`src/rtl/board_state_ctrl.sv`:
```
// Minesweeper game-state writer: cursor/flag/step maps, loss on mine step, win via 64-cycle scan.
// Latency: every action lands at the next clock edge. Buttons are dropped while scanning or after game end.
module board_state_ctrl #(
    parameter bit WRAP       = 1'b1,
    parameter int START_TILE = 0
) (
    input  logic        clk,
    input  logic        reset,
    input  logic [63:0] mineMap,
    input  logic        btn_up,
    input  logic        btn_down,
    input  logic        btn_left,
    input  logic        btn_right,
    input  logic        btn_flag,
    input  logic        btn_step,
    output logic [63:0] flagMap,
    output logic [63:0] stepMap,
    output logic [63:0] posMap,
    output logic [5:0]  cursor,
    output logic        busy,
    output logic        game_won,
    output logic        game_lost
);

    localparam logic [5:0] START_POS = 6'(START_TILE);

    typedef enum logic [1:0] {
        ST_PLAY = 2'd0,
        ST_SCAN = 2'd1,
        ST_WON  = 2'd2,
        ST_LOST = 2'd3
    } state_t;

    state_t      r_state;
    state_t      w_state_nxt;

    logic [63:0] r_flag_map;
    logic [63:0] r_step_map;
    logic [63:0] r_pos_map;
    logic [5:0]  r_cursor;
    logic        r_busy;
    logic        r_won;
    logic        r_lost;
    logic [5:0]  r_idx;
    logic        r_bad;

    logic [63:0] w_flag_nxt;
    logic [63:0] w_step_nxt;
    logic [63:0] w_pos_nxt;
    logic [5:0]  w_cursor_nxt;
    logic        w_busy_nxt;
    logic        w_won_nxt;
    logic        w_lost_nxt;
    logic [5:0]  w_idx_nxt;
    logic        w_bad_nxt;

    logic [2:0]  w_row;
    logic [2:0]  w_col;
    logic [2:0]  w_row_dec;
    logic [2:0]  w_row_inc;
    logic [2:0]  w_col_dec;
    logic [2:0]  w_col_inc;
    logic        w_step_ok;
    logic        w_tile_bad;
    logic        w_bad_acc;
    logic        w_scan_last;

    assign w_row = r_cursor[5:3];
    assign w_col = r_cursor[2:0];

    // 3-bit arithmetic wraps naturally; without WRAP the edge tile holds.
    assign w_row_dec = (WRAP || (w_row != 3'd0)) ? w_row - 3'd1 : w_row;
    assign w_row_inc = (WRAP || (w_row != 3'd7)) ? w_row + 3'd1 : w_row;
    assign w_col_dec = (WRAP || (w_col != 3'd0)) ? w_col - 3'd1 : w_col;
    assign w_col_inc = (WRAP || (w_col != 3'd7)) ? w_col + 3'd1 : w_col;

    assign w_step_ok   = btn_step & ~r_flag_map[r_cursor] & ~r_step_map[r_cursor];
    assign w_tile_bad  = ~(mineMap[r_idx] | r_step_map[r_idx]);
    assign w_bad_acc   = r_bad | w_tile_bad;
    assign w_scan_last = (r_idx == 6'd63);

    always_ff @(posedge clk) begin : p_state_reg
        if (!reset) begin
            r_state <= ST_PLAY;
        end else begin
            r_state <= w_state_nxt;
        end
    end

    always_comb begin : p_next_state
        w_state_nxt = r_state;
        case (r_state)
            ST_PLAY: begin
                if (w_step_ok) begin
                    w_state_nxt = mineMap[r_cursor] ? ST_LOST : ST_SCAN;
                end
            end
            ST_SCAN: begin
                if (w_scan_last) begin
                    w_state_nxt = w_bad_acc ? ST_PLAY : ST_WON;
                end
            end
            default: w_state_nxt = r_state;
        endcase
    end

    always_comb begin : p_outputs
        w_flag_nxt   = r_flag_map;
        w_step_nxt   = r_step_map;
        w_cursor_nxt = r_cursor;
        w_busy_nxt   = r_busy;
        w_won_nxt    = r_won;
        w_lost_nxt   = r_lost;
        w_idx_nxt    = r_idx;
        w_bad_nxt    = r_bad;
        case (r_state)
            ST_PLAY: begin
                // Single action per cycle; lower-priority pulses are discarded.
                if (btn_step) begin
                    if (w_step_ok) begin
                        if (mineMap[r_cursor]) begin
                            w_step_nxt = r_step_map | mineMap;
                            w_lost_nxt = 1'b1;
                        end else begin
                            w_step_nxt[r_cursor] = 1'b1;
                            w_busy_nxt           = 1'b1;
                            w_idx_nxt            = 6'd0;
                            w_bad_nxt            = 1'b0;
                        end
                    end
                end else if (btn_flag) begin
                    if (!r_step_map[r_cursor]) begin
                        w_flag_nxt[r_cursor] = ~r_flag_map[r_cursor];
                    end
                end else if (btn_up) begin
                    w_cursor_nxt = {w_row_dec, w_col};
                end else if (btn_down) begin
                    w_cursor_nxt = {w_row_inc, w_col};
                end else if (btn_left) begin
                    w_cursor_nxt = {w_row, w_col_dec};
                end else if (btn_right) begin
                    w_cursor_nxt = {w_row, w_col_inc};
                end
            end
            ST_SCAN: begin
                w_idx_nxt = r_idx + 6'd1;
                w_bad_nxt = w_bad_acc;
                if (w_scan_last) begin
                    w_busy_nxt = 1'b0;
                    w_won_nxt  = ~w_bad_acc;
                end
            end
            default: ;
        endcase
        w_pos_nxt = 64'd1 << w_cursor_nxt;
    end

    always_ff @(posedge clk) begin : p_data_reg
        if (!reset) begin
            r_flag_map <= 64'd0;
            r_step_map <= 64'd0;
            r_cursor   <= START_POS;
            r_pos_map  <= 64'd1 << START_POS;
            r_busy     <= 1'b0;
            r_won      <= 1'b0;
            r_lost     <= 1'b0;
            r_idx      <= 6'd0;
            r_bad      <= 1'b0;
        end else begin
            r_flag_map <= w_flag_nxt;
            r_step_map <= w_step_nxt;
            r_cursor   <= w_cursor_nxt;
            r_pos_map  <= w_pos_nxt;
            r_busy     <= w_busy_nxt;
            r_won      <= w_won_nxt;
            r_lost     <= w_lost_nxt;
            r_idx      <= w_idx_nxt;
            r_bad      <= w_bad_nxt;
        end
    end

    assign flagMap   = r_flag_map;
    assign stepMap   = r_step_map;
    assign posMap    = r_pos_map;
    assign cursor    = r_cursor;
    assign busy      = r_busy;
    assign game_won  = r_won;
    assign game_lost = r_lost;

endmodule

```
`config.mk`:
```
export PLATFORM = sky130hd
export DESIGN_NAME = board_state_ctrl
export DESIGN_NICKNAME = d
export VERILOG_FILES = /design/src/rtl/board_state_ctrl.sv
export SDC_FILE = /design/constraint.sdc
export NUM_CORES = 1
export LEC_CHECK = 0
export ABC_AREA = 1
export CORE_UTILIZATION = 53
export CTS_CLUSTER_DIAMETER = 60
export CTS_CLUSTER_SIZE = 30
export DETAILED_ROUTE_END_ITERATION = 10
export DONT_BUFFER_PORTS = 1
export GPL_ROUTABILITY_DRIVEN = 0
export PLACE_DENSITY = 0.74
export SETUP_SLACK_MARGIN = 0.4
export SLEW_MARGIN = 20
export SYNTH_ARGS = -nofsm -noshare
export SYNTH_HDL_FRONTEND = slang
export SYNTH_SLANG_ARGS = --single-unit
```
`constraint.sdc`:
```
create_clock -name clk -period 3.1 [get_ports clk]
set_clock_uncertainty 0.15 [all_clocks]
set_input_delay 0.465 -clock clk [delete_from_list [all_inputs] [get_ports clk]]
set_output_delay 0.465 -clock clk [all_outputs]
set_load 0.01 [all_outputs]
```
==> out/qor.txt <==
Top FF cell, synth: dfxtp_1
Critical Path Source Type: flop
Synth unique cells: 29
Core Box Area: 0.0212 mm^2
Fill cell count: 1943
#FFs+latches synth: 210
ANT nets after route: 0
CTS buffer count: 19
TNS Setup: 0 ps
RSZ-0062 raised after global routing: yes
Max FO, Critical Path: 12
H-tree Lvls: 1
Worst EP arrival: 3060 ps
R2R setup slack: 320 ps
Leakage: 5.49 nW
Clock Path Buffers: 3
Root Buffer: clkbuf_16
Critical path's largest stage delay: 420 ps
Initial Util: 54.7%
EDFF count, synth: 0
Reg2Reg Depth: 13
Die height: 150 um
HP Class: input port to flop
Fmax: 0.359 GHz
WHS Path Cells: 4
CTS tree: yes
Worst r2r dst: stepMap[5]
Crit Path Class: flop to flop
Row count: 53
Beginning of the critical path: cursor[0]
1st-pass router iterations: 8
Clk slew on worst S/H paths: 90 ps
Final hold violations: 0
Sink Count: 210
Initial antenna violation count: 0
R2r startpoint: cursor[0]
PortBufs: 0
Via/cell ratio: 6.13
Latest clock arrival within the worst-skew pair: 530 ps
Detailed Place HPWL: 29800 um
Commonest non-fill, non-tap cell in the layout: nand2_1
Worst Max-Slew Pin Slew: 892 ps
Gr ovfl total: 0
Initial DRC Count: 2067
N_diodes: 0
Req. time, crit path: 3380 ps
Tcrit/Tclk final: 89.8%
Die Area: 0.0225 mm^2
Status: finished, final reports clean
Fin nets: 1978
CP endpoint: stepMap[5]
Largest net degree at the start of global routing: 92
Synthesized Nets: 1986
Synth Instances: 1909
Commonest non-fill, non-tap cells in the layout: 716 x nand2_1, 233 x nand3_1, 207 x dfxtp_1, 167 x nor2_1, 149 x inv_1
DR WL/cell: 21.1 um
Yosys warns: 0
CP Cell Sequence: buf_6, clkbuf_16, o211ai_1, nand2_1, o21ai_1, nand2_1, nor2_2, nand3_2, nor2_4, buf_12, buf_6, nand3_1, a21oi_1
CP max-delay cell: dfxtp_4
Die W: 150 um
GRT Overall Usage: 36.2%
Mean Syn Cell Area: 6.08 um^2
Ys async rst share: 0%
Cell count after placement: 2117
DR DRC count: 0
Peak VDD IR: 0.000479 V
Final setup violation count: 0
Min cycle time layout: 2780 ps
P&R area growth vs syn: 14.7%
Crit. End Element: flop
Share of layout cells above drive strength 1: 8.31%
Via count: 13.4k
Fin. max-slew vios: 0
Final wirelength: 46200 um
Vias in the first global route: 11.3k
Top Ports: 273
Sequential-to-total area share from yosys stat: 36.2%
Area of the mapped netlist: 0.0116 mm^2
Maxcap violations: 0
Total power per unit cell area: 574 mW/mm^2
Rel. slew slack: 40.5%
Layout Cells excl Fill: 2189
Global-route wire length before repair: 63500 um
## worst min path at each step
| stage | slack, ps | end | startpoint |
|---|---|---|---|
| after floorplan | 290 | r_bad | r_bad |
| after global placement | 300 | r_bad | r_bad |
| after detailed placement | 310 | r_bad | r_bad |
| after CTS | 40 | stepMap[41] | mineMap[41] |
| after global routing | 70 | stepMap[11] | mineMap[11] |
| final | 30 | stepMap[45] | mineMap[45] |
## state kept, by name, summed over array words and instances (netlist names)
signal,count
busy,1
cursor,6
flagMap,64
game_lost,1
game_won,1
posMap,64
r_bad,1
r_idx,6
r_state,2
stepMap,64
## per-stage QoR
step                cell area, um^2  setup WS [ps]  total power [mW]  hold WS, ps  utilization (%)
floorplan                     11600            823              4.23          286                -
global placement              11800            211              4.66          296             55.7
detailed placement            11800            217              4.67          311             55.7
CTS                           12600            374              7.25         40.4             59.3
global route                  13300            213              7.88         65.7             62.7
finish                        13300            316              7.65         35.0             62.7
## synthesized netlist by cell type (9+ instances only)
cell	number	share of area, %
nand2_1	719	23
nand3_1	235	10
dfxtp_1	210	36
nor2_1	174	5.6
inv_1	150	4.9
a21oi_1	139	6.0
o21ai_0	84	3.6
clkbuf_1	48	1.6
buf_2	28	1.2
o211ai_1	25	1.6
buf_4	18	1.2
buf_6	13	1.3
o21ai_1	11	0.47
buf_1	9	0.29
nor3_1	9	0.39
## worst max-delay path, delay by kind of cell (launching register included)
family	cells	cell delay [ps]
buffers and inverters	4	700
DFF	1	420
AOI/OAI and AO/OA	3	570
and+or+nand+nor	6	860
## metal layers
metal	vias up	share of wire (%)	track usage, %
li1	6054	-	-
met1	6007	37	49.0
met2	1131	41	52.5
met3	227	17	12.6
met4	0	5.4	13.5
met5	-	0	0
## area by class of cell
class                           instances  area (um^2)  share of cell area, %
Timing Repair Buffer                   84         1120                   8.45
Clock buffer                           24          534                   4.01
Multi-Input combinational cell       1425         6260                   47.0
Tap cell                              275          344                   2.58
Inverter                              158          634                   4.77
Timing Repair inverter                  3         30.0                  0.226
Clock inverter                         10          171                   1.29
Sequential cell                       210         4210                   31.6
## where the power goes
group | internal [mW] | switching, mW
clock network | 1.33 | 1.28
registers | 2.83 | 0.206
logic | 0.662 | 1.34
## cell families (layout without fill, tap and decap cells)
logic type      count (synthesis)  count (layout)  synth area share (%)
simple gates                 1151            1151                  40.2
buf+inv                       274             279                  10.6
compound gates                263             263                  11.9
flops                         210             210                  36.2
xor+xnor                        6               6                 0.453
fa+ha+maj                       5               5                 0.539
## what timing repair did
action / in CTS / in global routing
buffers inserted: 1 / 15
gates cloned: 0 / 21
hold buffers: 1 / 0
resized for setup: 5 / 51
endpoints found under the setup margin: 159 / 199
pin swaps: 1 / 13
hold endpoints to repair: 4 / 0
No activity file was read; power rests on OpenSTA's default activity.
